File: src/rtl/spi_regfile.sv
// spi_regfile: SPI mode-0 register bank with write and read-back frames, oversampled on clk
module spi_regfile #(
  parameter int NUM_REGS = 5,
  parameter int DATA_W = 8,
  parameter int ADDR_W = 7,
  parameter int SYNC_STAGES = 2,
  parameter logic [DATA_W-1:0] RESET_VAL = '0
) (
  input  logic                       clk,
  input  logic                       rst_n,
  input  logic                       SCLK,
  input  logic                       COPI,
  input  logic                       nCS,
  output logic                       CIPO,
  output logic                       cipo_oe,
  output logic [NUM_REGS*DATA_W-1:0] regs_flat,
  output logic [NUM_REGS-1:0]        wr_strobe,
  output logic                       frame_err
);
  localparam int SH_W = ADDR_W > DATA_W ? ADDR_W : DATA_W;
  localparam int CNT_W = $clog2(SH_W + 1) + 1;
  typedef enum logic [1:0] {IDLE, CMD, DATA, DONE} state_t;
  state_t state, nxt;
  logic [SYNC_STAGES-1:0] sclk_q, copi_q, ncs_q, ready_q;
  logic sclk_d, ncs_d, sclk_s, copi_s, ncs_s, ready;
  logic rise, fall, ncs_rise, shift, cmd_end, data_end, abort, commit, err, rw, bad;
  logic [CNT_W-1:0] cnt;
  logic [SH_W-1:0] sh;
  logic [ADDR_W:0] cmd_w;
  logic [ADDR_W-1:0] addr;
  logic [DATA_W-1:0] sout, rd_val;
  assign sclk_s = sclk_q[SYNC_STAGES-1];
  assign copi_s = copi_q[SYNC_STAGES-1];
  assign ncs_s = ncs_q[SYNC_STAGES-1];
  // ready rises once the nCS chain holds real pin samples, so reset values never look like a deselect
  assign ready = ready_q[SYNC_STAGES-1];
  assign rise = sclk_s && !sclk_d;
  assign fall = !sclk_s && sclk_d;
  assign ncs_rise = ncs_s && !ncs_d;
  assign cmd_w = {sh[ADDR_W-1:0], copi_s};
  assign shift = rise && !ncs_rise && (state == CMD || state == DATA);
  assign cmd_end = shift && state == CMD && cnt == CNT_W'(ADDR_W);
  assign data_end = shift && state == DATA && cnt == CNT_W'(DATA_W - 1);
  assign abort = ncs_rise && (state == CMD || state == DATA);
  assign commit = ncs_rise && state == DONE && rw && !bad;
  assign err = abort || (ncs_rise && state == DONE && bad);
  always_comb begin
    rd_val = '0;
    for (int i = 0; i < NUM_REGS; i++)
      if (cmd_w[ADDR_W-1:0] == ADDR_W'(i)) rd_val = regs_flat[i*DATA_W +: DATA_W];
  end
  always_comb begin
    nxt = state;
    if (abort) nxt = DONE;
    else if (state == DONE) nxt = ncs_s && ready ? IDLE : DONE;
    else if (state == IDLE) nxt = ncs_s ? IDLE : CMD;
    else if (cmd_end) nxt = DATA;
    else if (data_end) nxt = DONE;
  end
  always_ff @(posedge clk or negedge rst_n)
    if (!rst_n) state <= DONE;
    else state <= nxt;
  always_ff @(posedge clk or negedge rst_n)
    if (!rst_n) begin
      sclk_q <= '0;
      copi_q <= '0;
      ncs_q <= '1;
      ready_q <= '0;
      sclk_d <= 1'b0;
      ncs_d <= 1'b1;
    end else begin
      sclk_q <= {sclk_q[SYNC_STAGES-2:0], SCLK};
      copi_q <= {copi_q[SYNC_STAGES-2:0], COPI};
      ncs_q <= {ncs_q[SYNC_STAGES-2:0], nCS};
      ready_q <= {ready_q[SYNC_STAGES-2:0], 1'b1};
      sclk_d <= sclk_s;
      ncs_d <= ncs_s;
    end
  always_ff @(posedge clk or negedge rst_n)
    if (!rst_n) begin
      cnt <= '0;
      sh <= '0;
      rw <= 1'b0;
      bad <= 1'b0;
      addr <= '0;
      sout <= '0;
      CIPO <= 1'b0;
      cipo_oe <= 1'b0;
      wr_strobe <= '0;
      frame_err <= 1'b0;
      regs_flat <= {NUM_REGS{RESET_VAL}};
    end else begin
      cnt <= state == IDLE || cmd_end || data_end ? '0 : shift ? cnt + CNT_W'(1) : cnt;
      if (shift) sh <= (sh << 1) | SH_W'(copi_s);
      if (cmd_end) begin
        rw <= cmd_w[ADDR_W];
        addr <= cmd_w[ADDR_W-1:0];
        bad <= int'(cmd_w[ADDR_W-1:0]) >= NUM_REGS;
        sout <= rd_val;
        cipo_oe <= !cmd_w[ADDR_W];
      end else if (ncs_rise) cipo_oe <= 1'b0;
      if (ncs_rise) CIPO <= 1'b0;
      else if (fall && state == DATA && cipo_oe) begin
        CIPO <= sout[DATA_W-1];
        sout <= sout << 1;
      end
      frame_err <= err;
      for (int i = 0; i < NUM_REGS; i++) begin
        wr_strobe[i] <= commit && addr == ADDR_W'(i);
        if (commit && addr == ADDR_W'(i)) regs_flat[i*DATA_W +: DATA_W] <= sh[DATA_W-1:0];
      end
    end
endmodule
File: config.mk
export PLATFORM = sky130hd
export DESIGN_NAME = spi_regfile
export DESIGN_NICKNAME = d
export VERILOG_FILES = /design/src/rtl/spi_regfile.sv
export SDC_FILE = /design/constraint.sdc
export NUM_CORES = 1
export LEC_CHECK = 0
export CAP_MARGIN = 10
export CORE_MARGIN = 5
export CORE_UTILIZATION = 50
export DETAILED_ROUTE_END_ITERATION = 16
export PLACE_DENSITY = 0.82
export SKIP_CTS_REPAIR_TIMING = 1
export SLEW_MARGIN = 20
export SYNTH_ARGS = -nofsm -noshare
export SYNTH_HDL_FRONTEND = slang
export SYNTH_SLANG_ARGS = --single-unit
File: constraint.sdc
create_clock -name clk -period 5.04 [get_ports clk]
set_clock_uncertainty 0.05 [all_clocks]
set_input_delay 1.008 -clock clk [delete_from_list [all_inputs] [get_ports clk]]
set_output_delay 1.008 -clock clk [all_outputs]
set_load 0.005 [all_outputs]
# Yosys cells after proc, flatten, opt, wreduce, memory -nomap -nowiden
# Index checks and enable logic that the tools add are counted.
# word_totals
inputBits	5
word_cells	97
output_inout_bits	48
ff_bits	90
# classes
eq_ne	12
n_addsub	1
n_reduce_logical	39
magnitude_cmp	1
n_mux	21
n_bitwise	1
# op_table
op	n
8-bit two-way mux	8
7-bit by 2-bit equality test with 1-bit output, second input constant	4
1-bit logical AND	22
7-bit by 1-bit equality test with 1-bit output, second input constant	2
7-bit by 3-bit equality test with 1-bit output, second input constant	2
7-bit zero test	2
2-bit two-way mux	6
5-bit two-way mux	2
8-bit by 1-bit bitwise OR with 8-bit output	1
7-bit by 3-bit >= comparator with 1-bit output, second input constant	1
1-bit zero test	6
2-bit nonzero test	3
5-bit by 1-bit adder with 5-bit output, second input constant	1
5-bit by 3-bit equality test with 1-bit output, second input constant	1
1-bit two-way mux	5
5-bit nonzero test	1
2-bit equality test, second input constant	2
1-bit logical OR	4
2-bit by 1-bit equality test with 1-bit output, second input constant	1
2-bit zero test	1

# Longest topological paths before layout
# Gate-level depths: netlist of run 1.
# logic_depth
depth_word	12
depth_mapped	8
depth_no_buf	7

# Worst setup path before layout of run 1
# No wires, ideal clock.
# synth_timing
path_type	reg-to-reg
start	register state[0]
end	register regs_flat[32]
path_stages_with_launch	7
setup_time_ns	0.125
n_path_buf	1
synth_period_minus_slack_ns	2.383
slack_ns	2.657
required_time_ns	4.865
t_arrival_ns	2.208
cell_sequence	dfstp_2 > ha_1 > nor4b_4 > nand4_4 > or4b_1 > buf_6 > mux2_4
# synth_between
elab_chain_cells	5
# synth_lines
item	line_no	text
start: declaration	23	state_t state, nxt;
start signal: assignment	62	else state <= nxt;
2-bit equality test	45	assign commit = ncs_rise && state == DONE && rw && !bad;
1-bit logical AND (3 in a row)	45	
1-bit logical AND	110	if (commit && addr == ADDR_W'(i)) regs_flat[i*DATA_W +: DATA_W] <= sh[DATA_W-1:0];
end signal: assignment	91	regs_flat <= {NUM_REGS{RESET_VAL}};
end signal: indexed assignment	110	
end: declaration	16	output logic [NUM_REGS*DATA_W-1:0] regs_flat,
# No other way between the ends.
# A chain may end at the register's enable or synchronous reset.

# Worst setup path in the final report of run 1
# layout_timing
start	register state[0]
end	register regs_flat[33]
# Same word-level chain as after synthesis.

==> flow_metrics.tcl, run 1 <==
set metrics [dict create \
    fp.dieArea_um2 9730 \
    switching_share 0.322 \
    route.antenna.remaining_nets 0 \
    totalWireLength_um 8830 \
    setup_violations 0 \
    ys_dominant_reg_cell "dfrtp_1" \
    nFillCells 610 \
    cts_tree "yes" \
    core_region_area_um2 7690 \
    max_freq_ghz 0.369 \
    layout_worst_path_cycle_share 0.537 \
    drcViolationCount 0 \
    async_flop_share 1.00 \
    source_to_sink_clock_delay_at_the_later_pin_of_the_worst_skew_pair_ns 0.36 \
    detail_route.vias_per_cell 5.63 \
    first_global_vias 2792 \
    final.min_clock_period_ns 2.71 \
    io_buffer_count 52 \
    comb_power_share 0.167 \
    diodes_inserted 0 \
    pin_count_of_the_biggest_net_entering_global_routing 91 \
    sequentialPowerShare 0.531 \
    syn_inst 319 \
    commonest_cells_after_routing_fill_and_taps_aside "85 x dfrtp_1, 51 x clkdlybuf4s50_1, 40 x mux2_2" \
    worstPathArrival_ns 2.91 \
    setup_total_negative_slack_ns 0 \
    drt_iter0_drc 157 \
    timing.final.max_slew_violations 0 \
    synth_fp_nets 329 \
    postPlaceCellArea_um2 4520 \
    switching_power_mw 0.537 \
    cp-start-kind "flip-flop" \
    clock_path_buffers 2 \
    place_congestion 0.786 \
    area_grow_syn2layout_pct 20.4 \
    grt.overflow.total 0 \
    power.total_mw 1.67 \
    synth.avg_cell_area_um2 12.3 \
    initial_core_util 0.511 \
    final_cell_area_um2 4730 \
    grt_antenna_before_repair 0 \
    std_cell_rows 32 \
    final_hold_violation_count 0 \
    ys_ff_latch 90 \
    post-dp-hpwl_um 5960 \
    synth_warnings 0 \
    grt_util_all_layers 0.196 \
    finalCoreUtilization 0.615 \
    count_of_max_cap_constraint_violations 0 \
    power-per-cell-area_nw_per_um2 352 \
    cts.sink_count 90 \
    seq_area_frac_synth 0.575 \
    routed_wire_length_per_instance_um 18.5 \
    final_layout_size_suffix_gt1_frac 0.209 \
    chipWidth_um 98.6 \
    synth-edff-count 0 \
    max_slew.worst_pin.slew_ns 0.940 \
    drt_pass1_iterations 4 \
    leak_nw 2.22 \
    ir_drop_mv 0.165 \
    clock_tree.root_cell "clkbuf_8" \
    yosysUniqueCellTypes 45 \
    i_o_pin_count 53 \
    worst_slew_margin_rel 0.368 \
    detailroute.via_count 2679 \
    finalNetCount 379 \
    grt_pass1_wl_um 14800 \
    setup.worst_path.end_class "flip-flop" \
    cts_inserted_buffers 9 \
    crit_fanout 9 \
    post_synthesis_cell_area_um2 3930 \
    die_height_um 98.6 \
    status "finished, final reports clean" \
    maximum_level_of_the_cts_h_tree 3 \
    layout_commonest_cell "dfrtp_1" \
    criticalPathCategory "flip-flop to flip-flop" \
    min_path_type "flip-flop to flip-flop" \
    crit_required_ns 5.24 \
    clkPwrFrac 0.302 \
    setup_repair_after_global_routing_missed_its_margin "no" \
    p_int_mw 1.13 \
    clk_pin_slew_worst_paths_ns 0.09 \
]
-- state kept, by name, indices dropped and copies added, names as in the netlist, 2 cells and up --
name       cells
sh             8
sclk_q         2
addr           7
regs_flat     40
sout           8
ready_q        2
copi_q         2
wr_strobe      5
state          2
cnt            5
ncs_q          2
-- worst paths after layout --
| check | start | end | slack (ns) | cells after the start |
|---|---|---|---|---|
| max reg2reg | state[0]$_DFFE_PN1P_ | regs_flat[33]$_DFFE_PN0P_ | 2.33 | 5 |
| max | state[0]$_DFFE_PN1P_ | regs_flat[33]$_DFFE_PN0P_ | 2.33 | 5 |
| max in group asynchronous | rst_n | wr_strobe[3]$_DFF_PN0_ | 3.76 | 1 |
| min | sclk_q[0]$_DFF_PN0_ | sclk_q[1]$_DFF_PN0_ | 0.30 | 0 |
| min in group asynchronous | rst_n | regs_flat[22]$_DFFE_PN0P_ | 0.65 | 1 |
| min reg2reg | sclk_q[0]$_DFF_PN0_ | sclk_q[1]$_DFF_PN0_ | 0.30 | 0 |
-- worst max-delay path, stage by stage (launching register included) --
cell and delay (ns):
dfstp_2 0.57, ha_1 0.30, nor4b_4 0.29, nand4_4 0.20, or4b_1 0.80, mux2_4 0.39
-- power by group through the flow --
stage / Combinational, mW / Sequential, mW / Clock, mW
2_1_floorplan: 0.228 / 0.830 / 0
3_3_place_gp: 0.260 / 0.894 / 0
3_5_place_dp: 0.277 / 0.897 / 0
4_1_cts: 0.280 / 0.883 / 0.513
5_1_grt: 0.314 / 0.898 / 0.546
6_report: 0.278 / 0.884 / 0.504
-- final cells by class --
| class | instances | area [um^2] | share of cell area |
|---|---|---|---|
| flip-flops and latches | 90 | 2260 | 0.478 |
| multi-input cells | 208 | 1580 | 0.335 |
| repair buffers | 53 | 529 | 0.112 |
| clock buffers | 11 | 141 | 0.0299 |
| well taps | 102 | 128 | 0.0270 |
| clock inverters | 5 | 61.3 | 0.0130 |
| inverters | 7 | 26.3 | 0.00556 |
-- cells in the mapped netlist (2+ instances only) --
library cell | number | share of area
clkbuf_1 | 12 | 0.011
o221ai_1 | 6 | 0.013
o21ai_0 | 12 | 0.015
nand3_1 | 7 | 0.0089
nor4b_4 | 2 | 0.012
nand4_1 | 2 | 0.0032
nand2_1 | 33 | 0.032
dfrtp_1 | 85 | 0.54
or2_2 | 2 | 0.0032
nor2_1 | 19 | 0.018
a211oi_1 | 2 | 0.0038
mux2i_1 | 8 | 0.020
xor2_1 | 2 | 0.0045
nor3_1 | 4 | 0.0051
o211ai_1 | 5 | 0.0096
inv_1 | 7 | 0.0067
a21oi_1 | 18 | 0.023
dfstp_2 | 5 | 0.033
ha_1 | 5 | 0.016
mux2_2 | 40 | 0.11
a22oi_1 | 3 | 0.0057
mux2_4 | 8 | 0.031
nand2b_1 | 10 | 0.016
-- metal layers --
metal / global-route usage / part of all wire
met1: 0.264 / 0.43
met2: 0.307 / 0.49
met3: 0.0439 / 0.062
met4: 0.0798 / 0.017
met5: 0 / 0
-- per-stage QoR --
step | setup slack (ns) | hold WS (ns) | std cells
final | 2.33 | 0.305 | 476
after global routing | 2.18 | 0.313 | 476
after CTS | 2.33 | 0.308 | 476
after detailed placement | 2.36 | 0.287 | 460
after global placement | 2.44 | 0.285 | 460
after floorplan | 2.66 | 0.281 | 319
-- kinds of logic after synthesis --
logic type      after synthesis  share of synthesized area
other cells                   1                   0.000954
mux                          57                      0.171
fa+ha+maj                     5                     0.0159
simple gates                 92                      0.129
buf+inv                      21                     0.0220
compound gates               50                     0.0796
flops                        90                      0.575
xor+xnor                      3                    0.00669
(Power assumes the default switching activity.)
==> run 2: changes to the inputs <==
Clock period 5.04 ns to 2.8 ns, I/O delays scaled along.
==> run 2 against run 1 <==
Compared with the run above:
- worst hold slack got worse by 0.21 ns
- sequential cell count unchanged
- total power grew 82%
- global-route usage decreased by 0.63 points
- routed wire length shrank 0.85%
- non-clock buffer count grew 8
- final cell count increased by 1.7%
- via count is 0.56% higher
- critical path depth unchanged
- largest cell class unchanged
==> flow_metrics.tcl, run 2 (synthesis gave the netlist of run 1 again) <==
set metrics [dict create \
    status "finished, final reports clean" \
    grt_pass1_wl_um 14600 \
    setup_violations 0 \
    commonest_cells_after_routing_fill_and_taps_aside "85 x dfrtp_1, 51 x clkdlybuf4s50_1, 40 x mux2_2" \
    largest_register_ff_count 40 \
    core_region_area_um2 7690 \
    max_freq_ghz 0.388 \
    worst_slew_margin_rel 0.567 \
    layout_setup_ws_ns 0.221 \
    power-per-cell-area_nw_per_um2 631 \
    criticalPathCategory "flip-flop to flip-flop" \
    setup.worst_path.start "state[0]$_DFFE_PN1P_" \
    final_hold_violation_count 0 \
    power.total_mw 3.03 \
    layout_commonest_cell "dfrtp_1" \
    count_of_max_cap_constraint_violations 0 \
    cts_inserted_buffers 9 \
    top_register "regs_flat" \
    i_o_pin_count 53 \
    worstPathArrival_ns 2.77 \
    layout_worst_path_cycle_share 0.921 \
    source_to_sink_clock_delay_at_the_later_pin_of_the_worst_skew_pair_ns 0.36 \
    initial_core_util 0.511 \
    setup.worst_path.end_class "flip-flop" \
    grt_antenna_before_repair 0 \
    detailroute.via_count 2694 \
    setup_repair_after_global_routing_missed_its_margin "no" \
    clock_path_buffers 2 \
    leak_nw 2.27 \
    crit_required_ns 2.99 \
    top_registers "regs_flat x40, sh x8, sout x8" \
    final_layout_size_suffix_gt1_frac 0.225 \
    area_grow_syn2layout_pct 22.1 \
    drt_pass1_iterations 4 \
    drt_iter0_drc 165 \
    clock_tree.root_cell "clkbuf_8" \
    final.min_clock_period_ns 2.58 \
    timing.final.max_slew_violations 0 \
    std_cell_rows 32 \
    cts.sink_count 90 \
    ir_drop_mv 0.300 \
    crit_fanout 9 \
    die_height_um 98.6 \
    pin_count_of_the_biggest_net_entering_global_routing 58 \
    chipWidth_um 98.6 \
    post-dp-hpwl_um 6080 \
    diodes_inserted 0 \
    clk_pin_slew_worst_paths_ns 0.09 \
    fp.dieArea_um2 9730 \
    finalNetCount 387 \
    grt.overflow.total 0 \
    route.antenna.remaining_nets 0 \
    cp-start-kind "flip-flop" \
    min_path_type "input pin to asynchronous set/reset pin" \
    totalWireLength_um 8750 \
    drcViolationCount 0 \
    timing.rr.start "state[0]$_DFFE_PN1P_" \
    io_buffer_count 52 \
    placement.setup.worst_slack_ns 0.231 \
    grt_util_all_layers 0.189 \
    detail_route.vias_per_cell 5.57 \
    place_congestion 0.817 \
    routed_wire_length_per_instance_um 18.1 \
    setup_total_negative_slack_ns 0 \
    maximum_level_of_the_cts_h_tree 3 \
    first_global_vias 2766 \
    max_slew.worst_pin.slew_ns 0.650 \
    cts_tree "yes" \
]
## run 2: worst max-delay path: stages (launching register included)
cell and delay (ns):
dfstp_2 0.57, ha_1 0.19, nor4b_4 0.26, nand4_4 0.20, or4b_1 0.81, mux2_4 0.38
## run 2: cell type report
cell class,instances,area [um^2]
multi-input combinational,208,1580
clock buffer,11,141
tap,102,128
sequential,90,2260
clock inverter,5,62.6
timing repair buffer,61,598
inverter,7,26.3
fill,602,2890
## run 2: stage by stage
step / std cells / utilization / area, um^2 / hold slack [ns]
after CTS: 484 / 0.624 / 4800 / 0.106
after global routing: 484 / 0.624 / 4800 / 0.130
after floorplan: 319 / - / 3930 / 0.214
after detailed placement: 468 / 0.598 / 4590 / 0.292
after global placement: 468 / 0.598 / 4590 / 0.282
final: 484 / 0.624 / 4800 / 0.0961
## run 2: path summary, 6_finish.rpt
kind	to	slack, ns	cells after the start
setup / recovery	regs_flat[36]$_DFFE_PN0P_	0.22	5
hold / removal	regs_flat[13]$_DFFE_PN0P_	0.1	1
setup reg to reg	regs_flat[36]$_DFFE_PN0P_	0.22	5
hold reg to reg	ncs_q[1]$_DFF_PN1_	0.31	0
max in group asynchronous	state[1]$_DFFE_PN1P_	1.91	2
min in group clk	ncs_q[1]$_DFF_PN1_	0.31	0
## run 2: report_power, final
group | switching, mW | total (mW) | internal [mW]
registers | 0.167 | 1.56 | 1.39
clock network | 0.463 | 0.905 | 0.442
logic | 0.337 | 0.561 | 0.223
total | 0.968 | 3.03 | 2.06
## run 2: layer usage
layer | track usage | routed length (um) | part of all wire | vias to the layer above
li1 | - | - | - | 1254
met1 | 0.261 | 3930 | 0.45 | 1372
met2 | 0.304 | 4290 | 0.49 | 56
met3 | 0.0340 | 392 | 0.045 | 12
met4 | 0.0641 | 135 | 0.015 | 0
met5 | 0 | 0 | 0 | -
==> run 3: changes to the inputs <==
Settings changed: PLACE_DENSITY 0.82 to 0.74.
==> run 3 against run 2 <==
Compared with the run above:
- setup slack improved by 0.034 ns
- total power shrank 0.69%
- sequential share of layout area grew 0.20 points
==> flow_metrics.tcl, run 3 (synthesis gave the netlist of run 1 again) <==
set metrics [dict create \
    status "finished, final reports clean" \
    finalNetCount 386 \
    reg2reg_slack_ns 0.26 \
    cp-start-kind "flip-flop" \
    timing.final.max_slew_violations 0 \
    power.total_mw 3.01 \
    ir_drop_mv 0.340 \
    core_region_area_um2 7690 \
    critical_path.max_stage_delay_ns 0.81 \
    final.min_clock_period_ns 2.54 \
    std_cell_rows 32 \
    slowest_stage_cell_cp "or4b_1" \
    layout_commonest_cell "dfrtp_1" \
    detail_route.vias_per_cell 5.58 \
    criticalPathCategory "flip-flop to flip-flop" \
    grt_antenna_before_repair 0 \
    source_to_sink_clock_delay_at_the_later_pin_of_the_worst_skew_pair_ns 0.35 \
    io_buffer_count 52 \
    fp.dieArea_um2 9730 \
    layout_worst_path_cycle_share 0.909 \
    regArea_um2 2260 \
    commonest_cells_after_routing_fill_and_taps_aside "85 x dfrtp_1, 51 x clkdlybuf4s50_1, 40 x mux2_2" \
    final_hold_violation_count 0 \
    pin_count_of_the_biggest_net_entering_global_routing 72 \
    top_register "regs_flat" \
    leak_nw 2.26 \
    setup_repair_after_global_routing_missed_its_margin "no" \
    post-dp-hpwl_um 6100 \
    worstRegToRegCells 5 \
    grt.overflow.total 0 \
    multi_input_area_um2 1580 \
    cts_tree "yes" \
    worstPathArrival_ns 2.73 \
    grt_pass1_wl_um 14600 \
    largest_register_ff_count 40 \
    detailroute.via_count 2696 \
    clock_tree.root_cell "clkbuf_8" \
    initial_core_util 0.511 \
    clk_pin_slew_worst_paths_ns 0.08 \
    min_path_type "input pin to asynchronous set/reset pin" \
    crit_required_ns 2.98 \
    top_registers "regs_flat x40, sh x8, sout x8" \
    power-per-cell-area_nw_per_um2 629 \
    setup_violations 0 \
    maximum_level_of_the_cts_h_tree 3 \
    cts.sink_count 90 \
    timing.rr.start "state[0]$_DFFE_PN1P_" \
    final_layout_size_suffix_gt1_frac 0.223 \
    route.antenna.remaining_nets 0 \
    count_of_max_cap_constraint_violations 0 \
    drt_pass1_iterations 5 \
    reg2reg_to "regs_flat[37]$_DFFE_PN0P_" \
    setup.worst_path.end_class "flip-flop" \
    area_grow_syn2layout_pct 21.6 \
    clock_path_buffers 2 \
    max_slew.worst_pin.slew_ns 0.901 \
    cts_inserted_buffers 9 \
    worst_slew_margin_rel 0.399 \
    diodes_inserted 0 \
    grt_util_all_layers 0.189 \
    totalWireLength_um 8780 \
    drcViolationCount 0 \
    max_freq_ghz 0.393 \
    setup_total_negative_slack_ns 0 \
    chipWidth_um 98.6 \
    crit_path_cells "ha_1, nor4b_4, nand4_4, or4b_1, mux2_4" \
    place_congestion 0.851 \
    nFillCells 630 \
    crit_fanout 9 \
    die_height_um 98.6 \
    i_o_pin_count 53 \
    first_global_vias 2725 \
    routed_wire_length_per_instance_um 18.2 \
    drt_iter0_drc 117 \
]
-- run 3: cell count changes in the layout (fill, tap and decap cells not counted), sizes merged --
cell  before  now
buf       10    9
-- run 3: worst max path at each step --
stage / slack [ns] / startpoint / endpoint / cells after the start
floorplan: 0.42 / state[0]$_DFFE_PN1P_ / regs_flat[32]$_DFFE_PN0P_ / 6
global placement: 0.32 / state[0]$_DFFE_PN1P_ / regs_flat[33]$_DFFE_PN0P_ / 5
detailed placement: 0.26 / state[0]$_DFFE_PN1P_ / regs_flat[37]$_DFFE_PN0P_ / 5
CTS: 0.24 / state[1]$_DFFE_PN1P_ / regs_flat[37]$_DFFE_PN0P_ / 5
global route: 0.15 / state[1]$_DFFE_PN1P_ / regs_flat[37]$_DFFE_PN0P_ / 5
finish: 0.26 / state[0]$_DFFE_PN1P_ / regs_flat[37]$_DFFE_PN0P_ / 5
-- run 3: worst max-delay path: cells and delay by family, from the launching register on --
family,cells,cell delay [ns]
AND/OR/NAND/NOR,3,1.25
flip-flops,1,0.57
multiplexers,1,0.39
adder cells (fa/ha/maj),1,0.17
-- run 3: area by class of cell --
type                    count  share of cell area
flip-flops and latches     90               0.473
well taps                 102              0.0267
multi-input cells         208               0.332
inverters                   7             0.00550
clock buffers              11              0.0296
clock inverters             5              0.0131
repair buffers             60               0.121
-- run 3: metrics by stage --
| step | hold slack (ns) | setup WS [ns] | cell area [um^2] | util | cells |
|---|---|---|---|---|---|
| 6_report | 0.279 | 0.255 | 4780 | 0.622 | 483 |
| 5_1_grt | 0.313 | 0.149 | 4780 | 0.622 | 483 |
| 4_1_cts | 0.306 | 0.240 | 4780 | 0.622 | 483 |
| 3_5_place_dp | 0.285 | 0.256 | 4570 | 0.595 | 467 |
| 3_3_place_gp | 0.284 | 0.318 | 4570 | 0.595 | 467 |
| 2_1_floorplan | 0.214 | 0.417 | 3930 | - | 319 |
-- run 3: power breakdown --
| group | internal [mW] | switching, mW |
|---|---|---|
| clock | 0.442 | 0.456 |
| combinational | 0.214 | 0.313 |
| sequential | 1.39 | 0.188 |
| total | 2.05 | 0.957 |
-- run 3: layer usage --
layer  vias to the layer above  wire (um)  GRT usage
met4                         0        117     0.0599
li1                       1244          -          -
met2                        54       4140      0.291
met5                         -          0          0
met3                        11        302     0.0326
met1                      1387       4220      0.276
